$ cat src/rtl/serial_port.sv
// UART with transmitter, receiver and a small RX buffer; frame = start, DATA_BITS LSB-first, optional parity, STOP_BITS.
// Latency: TX frame starts the clock after an accepted strobe; RX entry is visible 1 clock after the stop-bit sample.
// Backpressure: tx_busy/tx_block hold off new TX frames; RX pops on rx_valid & rx_ready, a frame arriving to a full FIFO is dropped and flagged in rx_overflow.
//
// Ports:
//   clk, rst (async, active-high)   rx / tx serial pins (tx idles high)
//   tx_data, new_tx_data, tx_block, tx_busy     transmit side
//   rx_data, rx_valid, rx_ready, rx_parity_err, rx_frame_err, rx_overflow     receive FIFO head
module serial_port #(
    parameter int CLK_RATE         = 50000000,
    parameter int SERIAL_BAUD_RATE = 500000,
    parameter int DATA_BITS        = 8,
    parameter int PARITY           = 0,
    parameter int STOP_BITS        = 1,
    parameter int RX_FIFO_DEPTH    = 4
) (
    input  logic                 clk,
    input  logic                 rst,
    input  logic                 rx,
    output logic                 tx,
    input  logic [DATA_BITS-1:0] tx_data,
    input  logic                 new_tx_data,
    input  logic                 tx_block,
    output logic                 tx_busy,
    output logic [DATA_BITS-1:0] rx_data,
    output logic                 rx_valid,
    input  logic                 rx_ready,
    output logic                 rx_parity_err,
    output logic                 rx_frame_err,
    output logic                 rx_overflow
);

    localparam int CLK_PER_BIT = (CLK_RATE + SERIAL_BAUD_RATE - 1) / SERIAL_BAUD_RATE;
    localparam int HALF_BIT    = (CLK_PER_BIT / 2 > 0) ? CLK_PER_BIT / 2 : 1;
    localparam int STOP_CLKS   = STOP_BITS * CLK_PER_BIT;
    localparam int CW          = $clog2(STOP_CLKS + 1);
    localparam int BW          = $clog2(DATA_BITS);
    localparam int AW          = $clog2(RX_FIFO_DEPTH);
    localparam int EW          = DATA_BITS + 2;

    localparam logic [CW-1:0] BIT_LAST  = CW'(CLK_PER_BIT - 1);
    localparam logic [CW-1:0] HALF_LAST = CW'(HALF_BIT - 1);
    localparam logic [CW-1:0] STOP_LAST = CW'(STOP_CLKS - 1);
    localparam logic [BW-1:0] DATA_LAST = BW'(DATA_BITS - 1);
    localparam logic          ODD       = (PARITY == 1);

    typedef enum logic [2:0] {S_IDLE, S_START, S_DATA, S_PAR, S_STOP} state_t;

    // ---------------------------------------------------------------- TX
    state_t                 tx_state, tx_state_nxt;
    logic [CW-1:0]          tx_cnt;
    logic [BW-1:0]          tx_bit;
    logic [DATA_BITS-1:0]   tx_shift;
    logic                   tx_par;
    logic                   tx_accept;
    logic                   tx_cnt_done;

    // rst is folded in so the port reads busy for the whole reset window.
    assign tx_busy     = rst | (tx_state != S_IDLE) | tx_block;
    assign tx_accept   = (tx_state == S_IDLE) & new_tx_data & ~tx_busy;
    assign tx_cnt_done = (tx_state == S_STOP) ? (tx_cnt == STOP_LAST) : (tx_cnt == BIT_LAST);

    always_ff @(posedge clk or posedge rst) begin
        if (rst) tx_state <= S_IDLE;
        else     tx_state <= tx_state_nxt;
    end

    always_comb begin
        tx_state_nxt = tx_state;
        tx           = 1'b1;
        case (tx_state)
            S_IDLE:  if (tx_accept) tx_state_nxt = S_START;
            S_START: begin
                tx = 1'b0;
                if (tx_cnt_done) tx_state_nxt = S_DATA;
            end
            S_DATA: begin
                tx = tx_shift[0];
                if (tx_cnt_done && tx_bit == DATA_LAST)
                    tx_state_nxt = (PARITY != 0) ? S_PAR : S_STOP;
            end
            S_PAR: begin
                tx = tx_par;
                if (tx_cnt_done) tx_state_nxt = S_STOP;
            end
            S_STOP:  if (tx_cnt_done) tx_state_nxt = S_IDLE;
            default: tx_state_nxt = S_IDLE;
        endcase
    end

    always_ff @(posedge clk or posedge rst) begin
        if (rst) begin
            tx_cnt   <= '0;
            tx_bit   <= '0;
            tx_shift <= '0;
            tx_par   <= 1'b0;
        end else begin
            if (tx_state == S_IDLE || tx_cnt_done) tx_cnt <= '0;
            else                                   tx_cnt <= tx_cnt + 1'b1;

            if (tx_accept) begin
                tx_shift <= tx_data;
                tx_par   <= ^tx_data ^ ODD;
                tx_bit   <= '0;
            end else if (tx_state == S_DATA && tx_cnt_done) begin
                tx_shift <= tx_shift >> 1;
                tx_bit   <= tx_bit + 1'b1;
            end
        end
    end

    // ---------------------------------------------------------------- RX
    logic [1:0]             rx_sync;
    logic                   rx_s, rx_prev;
    state_t                 rx_state, rx_state_nxt;
    logic [CW-1:0]          rx_cnt;
    logic [BW-1:0]          rx_bit;
    logic [DATA_BITS-1:0]   rx_shift;
    logic                   rx_par_smp;
    logic                   rx_tick;
    logic                   rx_push;
    logic                   rx_par_bad;
    logic [EW-1:0]          rx_word;

    // Synchroniser presets to the idle level so reset release never looks like a start edge.
    always_ff @(posedge clk or posedge rst) begin
        if (rst) begin
            rx_sync <= 2'b11;
            rx_prev <= 1'b1;
        end else begin
            rx_sync <= {rx_sync[0], rx};
            rx_prev <= rx_sync[1];
        end
    end
    assign rx_s = rx_sync[1];

    // START waits half a bit; every later sample is one full bit on, landing mid-bit.
    assign rx_tick = (rx_state == S_START) ? (rx_cnt == HALF_LAST) : (rx_cnt == BIT_LAST);

    always_ff @(posedge clk or posedge rst) begin
        if (rst) rx_state <= S_IDLE;
        else     rx_state <= rx_state_nxt;
    end

    always_comb begin
        rx_state_nxt = rx_state;
        rx_push      = 1'b0;
        case (rx_state)
            S_IDLE:  if (rx_prev && !rx_s) rx_state_nxt = S_START;
            S_START: if (rx_tick) rx_state_nxt = rx_s ? S_IDLE : S_DATA;
            S_DATA:  if (rx_tick && rx_bit == DATA_LAST)
                         rx_state_nxt = (PARITY != 0) ? S_PAR : S_STOP;
            S_PAR:   if (rx_tick) rx_state_nxt = S_STOP;
            S_STOP:  if (rx_tick) begin
                         // Only the first stop bit is checked; leaving now lets the next start edge be caught.
                         rx_state_nxt = S_IDLE;
                         rx_push      = 1'b1;
                     end
            default: rx_state_nxt = S_IDLE;
        endcase
    end

    always_ff @(posedge clk or posedge rst) begin
        if (rst) begin
            rx_cnt     <= '0;
            rx_bit     <= '0;
            rx_shift   <= '0;
            rx_par_smp <= 1'b0;
        end else begin
            if (rx_state == S_IDLE || rx_tick) rx_cnt <= '0;
            else                               rx_cnt <= rx_cnt + 1'b1;

            if (rx_state == S_IDLE) rx_bit <= '0;
            if (rx_state == S_DATA && rx_tick) begin
                rx_shift <= {rx_s, rx_shift[DATA_BITS-1:1]};
                rx_bit   <= rx_bit + 1'b1;
            end
            if (rx_state == S_PAR && rx_tick) rx_par_smp <= rx_s;
        end
    end

    assign rx_par_bad = (PARITY != 0) && (rx_par_smp != (^rx_shift ^ ODD));
    assign rx_word    = {rx_par_bad, ~rx_s, rx_shift};

    // ---------------------------------------------------------------- RX FIFO
    logic [EW-1:0]  mem [RX_FIFO_DEPTH];
    logic [AW:0]    wr_ptr, rd_ptr;
    logic           fifo_full, fifo_empty;
    logic           pop, push_ok;
    logic [EW-1:0]  head;

    assign fifo_empty = (wr_ptr == rd_ptr);
    assign fifo_full  = (wr_ptr[AW] != rd_ptr[AW]) && (wr_ptr[AW-1:0] == rd_ptr[AW-1:0]);
    assign pop        = rx_valid & rx_ready;
    // A pop in the same cycle frees the slot the push needs.
    assign push_ok    = rx_push & (~fifo_full | pop);

    always_ff @(posedge clk or posedge rst) begin
        if (rst) begin
            wr_ptr      <= '0;
            rd_ptr      <= '0;
            rx_overflow <= 1'b0;
        end else begin
            if (push_ok) wr_ptr <= wr_ptr + 1'b1;
            if (pop)     rd_ptr <= rd_ptr + 1'b1;
            if (rx_push && !push_ok) rx_overflow <= 1'b1;
        end
    end

    always_ff @(posedge clk) begin
        if (push_ok) mem[wr_ptr[AW-1:0]] <= rx_word;
    end

    // Head is gated with valid so stale storage never shows on the outputs.
    assign head          = mem[rd_ptr[AW-1:0]];
    assign rx_valid      = ~fifo_empty;
    assign rx_data       = rx_valid ? head[DATA_BITS-1:0] : '0;
    assign rx_frame_err  = rx_valid & head[DATA_BITS];
    assign rx_parity_err = rx_valid & head[DATA_BITS+1];

endmodule
$ cat config.mk
export PLATFORM = sky130hd
export DESIGN_NAME = serial_port
export DESIGN_NICKNAME = d
export VERILOG_FILES = /design/src/rtl/serial_port.sv
export SDC_FILE = /design/constraint.sdc
export NUM_CORES = 1
export LEC_CHECK = 0
export ABC_AREA = 1
export CORE_UTILIZATION = 55
export DETAILED_ROUTE_END_ITERATION = 8
export HOLD_SLACK_MARGIN = 0.08
export PLACE_DENSITY = 0.75
export SYNTH_ARGS = -nofsm -noshare
export SYNTH_HDL_FRONTEND = slang
export SYNTH_SLANG_ARGS = --single-unit
$ cat constraint.sdc
create_clock -name clk -period 2.6 [get_ports clk]
set_input_delay 0.52 -clock clk [delete_from_list [all_inputs] [get_ports clk]]
set_output_delay 0.52 -clock clk [all_outputs]
set_load 0.01 [all_outputs]
-- Word-level counts from Yosys, hierarchy flattened
Memory sizes are Yosys's and may differ from the RTL's.
Cells that the tools add are included.
- word-level logic and storage cells: 107
- memory bits (writable): 36
- output and inout port bits: 14
- register bits after elaboration: 53
- memories kept: 1
- equal/unequal tests: 26
- bitwise gates (word level): 13
- reductions and logical operators: 19
- add/sub/neg operators: 6
- multiplexer cells: 28
- memories (memory ; depth ; width ; rd ports ; clocked after Yosys merged registers in ; write ports ; RTL line ; RTL):
    mem ; 4 ; 9 ; 1 ; 0 ; 1 ; 186 ; logic [EW-1:0] mem [RX_FIFO_DEPTH];
- operators by type and width (cell ; number):
    3-bit 2-to-1 mux ; 14
    3-bit one-hot mux with 5 select lines ; 2
    8-bit 2-to-1 mux ; 3
    2-bit inequality test, second input constant ; 10
    7-bit by 1-bit adder with 7-bit output, second input constant ; 2
    7-bit == test, second input constant ; 2
    7-bit 2-to-1 mux ; 2
    3-bit by 1-bit adder with 3-bit output, second input constant ; 4
    3-bit by 2-bit == test with 1-bit output, second input constant ; 4
    3-bit == test, second input constant ; 4
    5-bit AND reduction ; 2
    8-bit parity ; 1
    7-bit by 6-bit == test with 1-bit output, second input constant ; 1
    1-bit logical AND ; 7
    3-bit by 1-bit == test with 1-bit output, second input constant ; 2
    3-bit zero test ; 2
    1-bit bitwise AND ; 5
    1-bit 2-to-1 mux ; 5
    1-bit NOT ; 4
    2-bit nonzero test ; 2
    3-bit == test ; 1
    1-bit bitwise OR ; 3
    1-bit one-hot mux with 3 select lines ; 1
    3-bit nonzero test ; 1
    other kinds (6) ; 8

-- Depth between registers and ports, before layout
- depth after elaboration: 7
- gate-level depth with buffers: 10

-- Worst setup path after synthesis
No wires, ideal clock.
- path type: register to register
- from: register rd_ptr[0]
- to: memory mem[0][0] (netlist bit) (enable)
- path buffers: 1
- setup slack: 0.800 ns
- stages on the path, launching flop included: 7
- data arrival time: 1.426 ns
- clock period less this slack: 1.800 ns
- cell sequence: dfrtp_1 -> buf_2 -> xor2_1 -> a21oi_1 -> nand2_1 -> nand3_4 -> nor2_1
- cells in the longest elaborated chain, start to end: 7
- elaborated cells on any way between the ends: 10
- those cells by class: 2 x eq/ne; 2 x mux; 5 x bitwise; 1 x reduce/logical
- RTL lines (what ; RTL line ; RTL):
    start: declaration ; 187 ; logic [AW:0] wr_ptr, rd_ptr;
    start signal: assignment ; 205 ; if (pop) rd_ptr <= rd_ptr + 1'b1;
    3-bit == test / 2-bit == test (equally long branches) ; 192, 193 ;
    1-bit NOT / 1-bit logical AND (equally long branches) ; 216, 193 ;
    1-bit bitwise AND / 1-bit NOT (equally long branches) ; 194, 196 ;
    1-bit bitwise OR (*) ; 196 ; assign push_ok = rx_push & (~fifo_full | pop);
    1-bit bitwise AND (*) ; 196 ;
    1-bit 2-to-1 mux (*) ; 211 ; if (push_ok) mem[wr_ptr[AW-1:0]] <= rx_word;
    1-bit 2-to-1 mux (not written as such) (*) ; 211 ;
    end: declaration ; 186 ;
Every way passes the cells marked *; elsewhere a longest branch is shown, timed or not.

-- Worst setup path in the final report
- from: register rd_ptr[0]
- to: output port rx_data[1]
- cells in the longest elaborated chain, start to end: 2
- elaborated cells on any way between the ends: 3
- those cells by class: 1 x eq/ne; 1 x mux; 1 x memory
- RTL lines (what ; RTL line ; RTL):
    memory read 4 x 9 bit / 3-bit == test (equally long branches) ; - ;
    8-bit 2-to-1 mux (*) ; 217 ; assign rx_data = rx_valid ? head[DATA_BITS-1:0] : '0;
    end: declaration ; 25 ; output logic [DATA_BITS-1:0] rx_data,
Marks and branches as above.

==> reports/qor.txt <==
Status: completed
Drt via density: 5.18
Synth warnings: 0
Drt total wl: 7390 um
Gpl congestion: 0.755
Synth top area cells: dfrtp_1 31%, edfxtp_1 27%, nand2_1 9.0%
Final hold vios: 0
Period utilization: 97.6%
Non-Filler Instances: 561
Placed Instance Area: 0.00447 mm2
Final setup viols: 0
Multiplexer share of the synthesized area: 0%
Synth Cell Area: 0.00408 mm2
Int Power: 2.85 mW
Core region area: 0.00721 mm2
Largest net degree at the start of global routing: 54
Top-count cell post-synth: nand2_1
Initial antenna violation count: 0
Pins Over Slew Limit: 0
Clock transition at path regs: 0.09 ns
CTS Buf Count: 9
Initial core utilization: 56.5%
Synth Area per Inst: 9.73 um2
Die area: 0.00776 mm2
Max-cap violations: 0
Layout Area Growth over Synthesis: 16.6%
DRT Pass-1 Iters: 4
Tightest Hold Check Type: reg -> reg
Routed vias: 2904
CP Class: reg -> out
Post-synth EDFFs: 36
# fillers: 588
CP arrival: 2.02 ns
Synth Area in Simple Gates: 22.4%
Share of cells above drive strength 1: 11.7%
Yosys top cell by area: dfrtp_1
Synth Register Bits: 89
Sequential share of the synthesized area: 59.2%
Num rows: 31
# IOs: 28
Skew final: 0.00892 ns
GRT Residual Overflow: 0
Largest family of logic cells by synthesized area: simple AND/OR/NAND/NOR gates
Cells after synthesis: 419
Startpoint Class: flip-flop
DP Wirelength: 4810 um
Max-Slew Margin vs Limit: 48.5%
Compound-gate portion of the synthesized area: 6.26%
Deepest clock path buffer count: 2
Sw frac: 35.2%
Max VDD drop: 0.453 mV
Period minus WS final: 2.54 ns
Worst Path Required: 2.08 ns
Dpl cells: 542
Clock root buffer: clkbuf_8
H-tree depth: 3
Power Density: 926 mW/mm2
Synthesized Nets: 444
Fmax: 0.394 GHz
Primary FF master, synth: dfrtp_1
IO Port Bufs: 26
Crit Path Max Fanout: 6
Synth top cells by count: 98 x nand2_1, 50 x dfrtp_1, 50 x nor2_1
GRT Resource Usage Total: 21.0%
N_diodes: 0
Vias in the first global route: 2777
DRT antenna net count: 0
Die span in x: 88.1 um
Num Clock Sinks: 89
Critical Path Sink Type: output pin
Die Ht: 88.1 um
DRC viols: 0
Clock share of power: 23.8%
Nets: 482
Area fraction of the dominant cell type after synthesis: 30.7%
Worst Tran Pin Value: 0.768 ns
P_sw: 1.55 mW
Wirelength per Cell: 13.2 um
Detailed Route Iter0 Violations: 159
Async SR Flop Fraction: 59.6%
Pleak: 2.24 nW
Post-Synth XOR/XNOR Area: 3.01%
Post-CTS Hold Buffers: 0
Post-route cell area: 0.00475 mm2
First-pass GRT wire length: 12400 um
Post-synth cell types: 37
Sequential share of power: 41.0%
Comb pwr share: 35.1%
Clock insertion delay at the later pin of the skew report: 0.35 ns
Synth Area in Adders: 3.38%
TritonCTS clock tree: done
cells in the final DEF, fill, tap and decap left out, types with 7 or more instances in the layout:
master	Yosys	final
clkdlybuf4s50_1	0	26
inv_1	38	37
nand3_1	31	31
o21ai_0	22	22
o22ai_1	9	9
buf_4	1	9
dfrtp_1	50	49
nand2_1	98	97
clkbuf_8	0	9
ha_1	11	11
edfxtp_1	36	36
a21oi_1	9	8
nor2_1	50	50
xnor2_1	8	7
critical path, stage by stage, from the launching register on:
cell and delay [ns]:
dfrtp_2 0.48, xor2_1 0.30, a21oi_4 0.08, nand2_2 0.15, nand2_1 0.07, inv_1 0.06, clkdlybuf4s50_1 0.52
flip-flops by register name, summed over array words and instances, names as in the netlist, 7 cells and up:
signal / flops
mem: 36
rx_shift: 8
tx_shift: 8
rx_cnt: 7
tx_cnt: 7
per-stage QoR:
stage | hold WS [ns] | setup WS (ns) | power [mW] | util (%) | TNS (ns)
2_1_floorplan | 0.345 | 0.799 | 2.79 | - | 0
5_1_grt | 0.369 | -0.0470 | 4.71 | 65.9 | -0.163
4_1_cts | 0.365 | 0.0164 | 4.36 | 65.2 | 0
6_report | 0.362 | 0.0623 | 4.40 | 65.9 | 0
3_5_place_dp | 0.351 | 0.266 | 3.29 | 62.0 | 0
3_3_place_gp | 0.346 | 0.343 | 3.23 | 62.0 | 0
metal layers:
layer / up-vias / global-route usage, % / part of all wire [%]
li1: 1445 / - / -
met1: 1398 / 27.3 / 45
met2: 51 / 35.0 / 51
met3: 10 / 3.68 / 3.3
met4: 0 / 9.09 / 1.4
met5: - / 0 / 0
what timing repair did:
| action | CTS | global route |
|---|---|---|
| endpoints found under the setup margin | 10 | 9 |
| buffers inserted | 0 | 2 |
| gates resized for setup | 3 | 5 |
| cloned | 0 | 1 |
power groups by stage:
stage | Combinational, mW | Clock (mW) | Sequential, mW
3_3_place_gp | 1.41 | 0 | 1.82
4_1_cts | 1.47 | 1.08 | 1.81
2_1_floorplan | 1.01 | 0 | 1.78
5_1_grt | 1.75 | 1.13 | 1.83
3_5_place_dp | 1.46 | 0 | 1.83
6_report | 1.55 | 1.05 | 1.81
final timing paths:
check	endpoint	start	slack (ns)	cells past startpoint
worst max register to register	mem[3][8]$_DFFE_PP_	rd_ptr[0]$_DFFE_PP0P_	0.78	6
max in group asynchronous	rx_sync[0]$_DFF_PP1_	rst	1.76	3
min in group asynchronous	tx_cnt[3]$_DFF_PP0_	rst	0.55	3
worst max-delay path	rx_data[1]	rd_ptr[0]$_DFFE_PP0P_	0.06	6
worst min register to register	rx_sync[1]$_DFF_PP1_	rx_sync[0]$_DFF_PP1_	0.36	0
worst min-delay path	rx_sync[1]$_DFF_PP1_	rx_sync[0]$_DFF_PP1_	0.36	0
final cells by class:
| type | instances | area, um2 | area share, % |
|---|---|---|---|
| tap | 99 | 124 | 2.61 |
| clock inverter | 7 | 100 | 2.11 |
| multi-input combinational | 276 | 1460 | 30.7 |
| timing repair buffer | 37 | 360 | 7.58 |
| inverter | 44 | 173 | 3.63 |
| sequential | 89 | 2410 | 50.8 |
| clock buffer | 9 | 124 | 2.61 |
logic make-up (layout without fill, tap and decap cells):
group	count (synthesis)	after routing
simple gates	203	204
compound gates	46	46
other cells	1	1
buf+inv	55	97
xor+xnor	14	14
flops	89	89
fa+ha+maj	11	11
No activity file was read; power rests on OpenSTA's default activity.
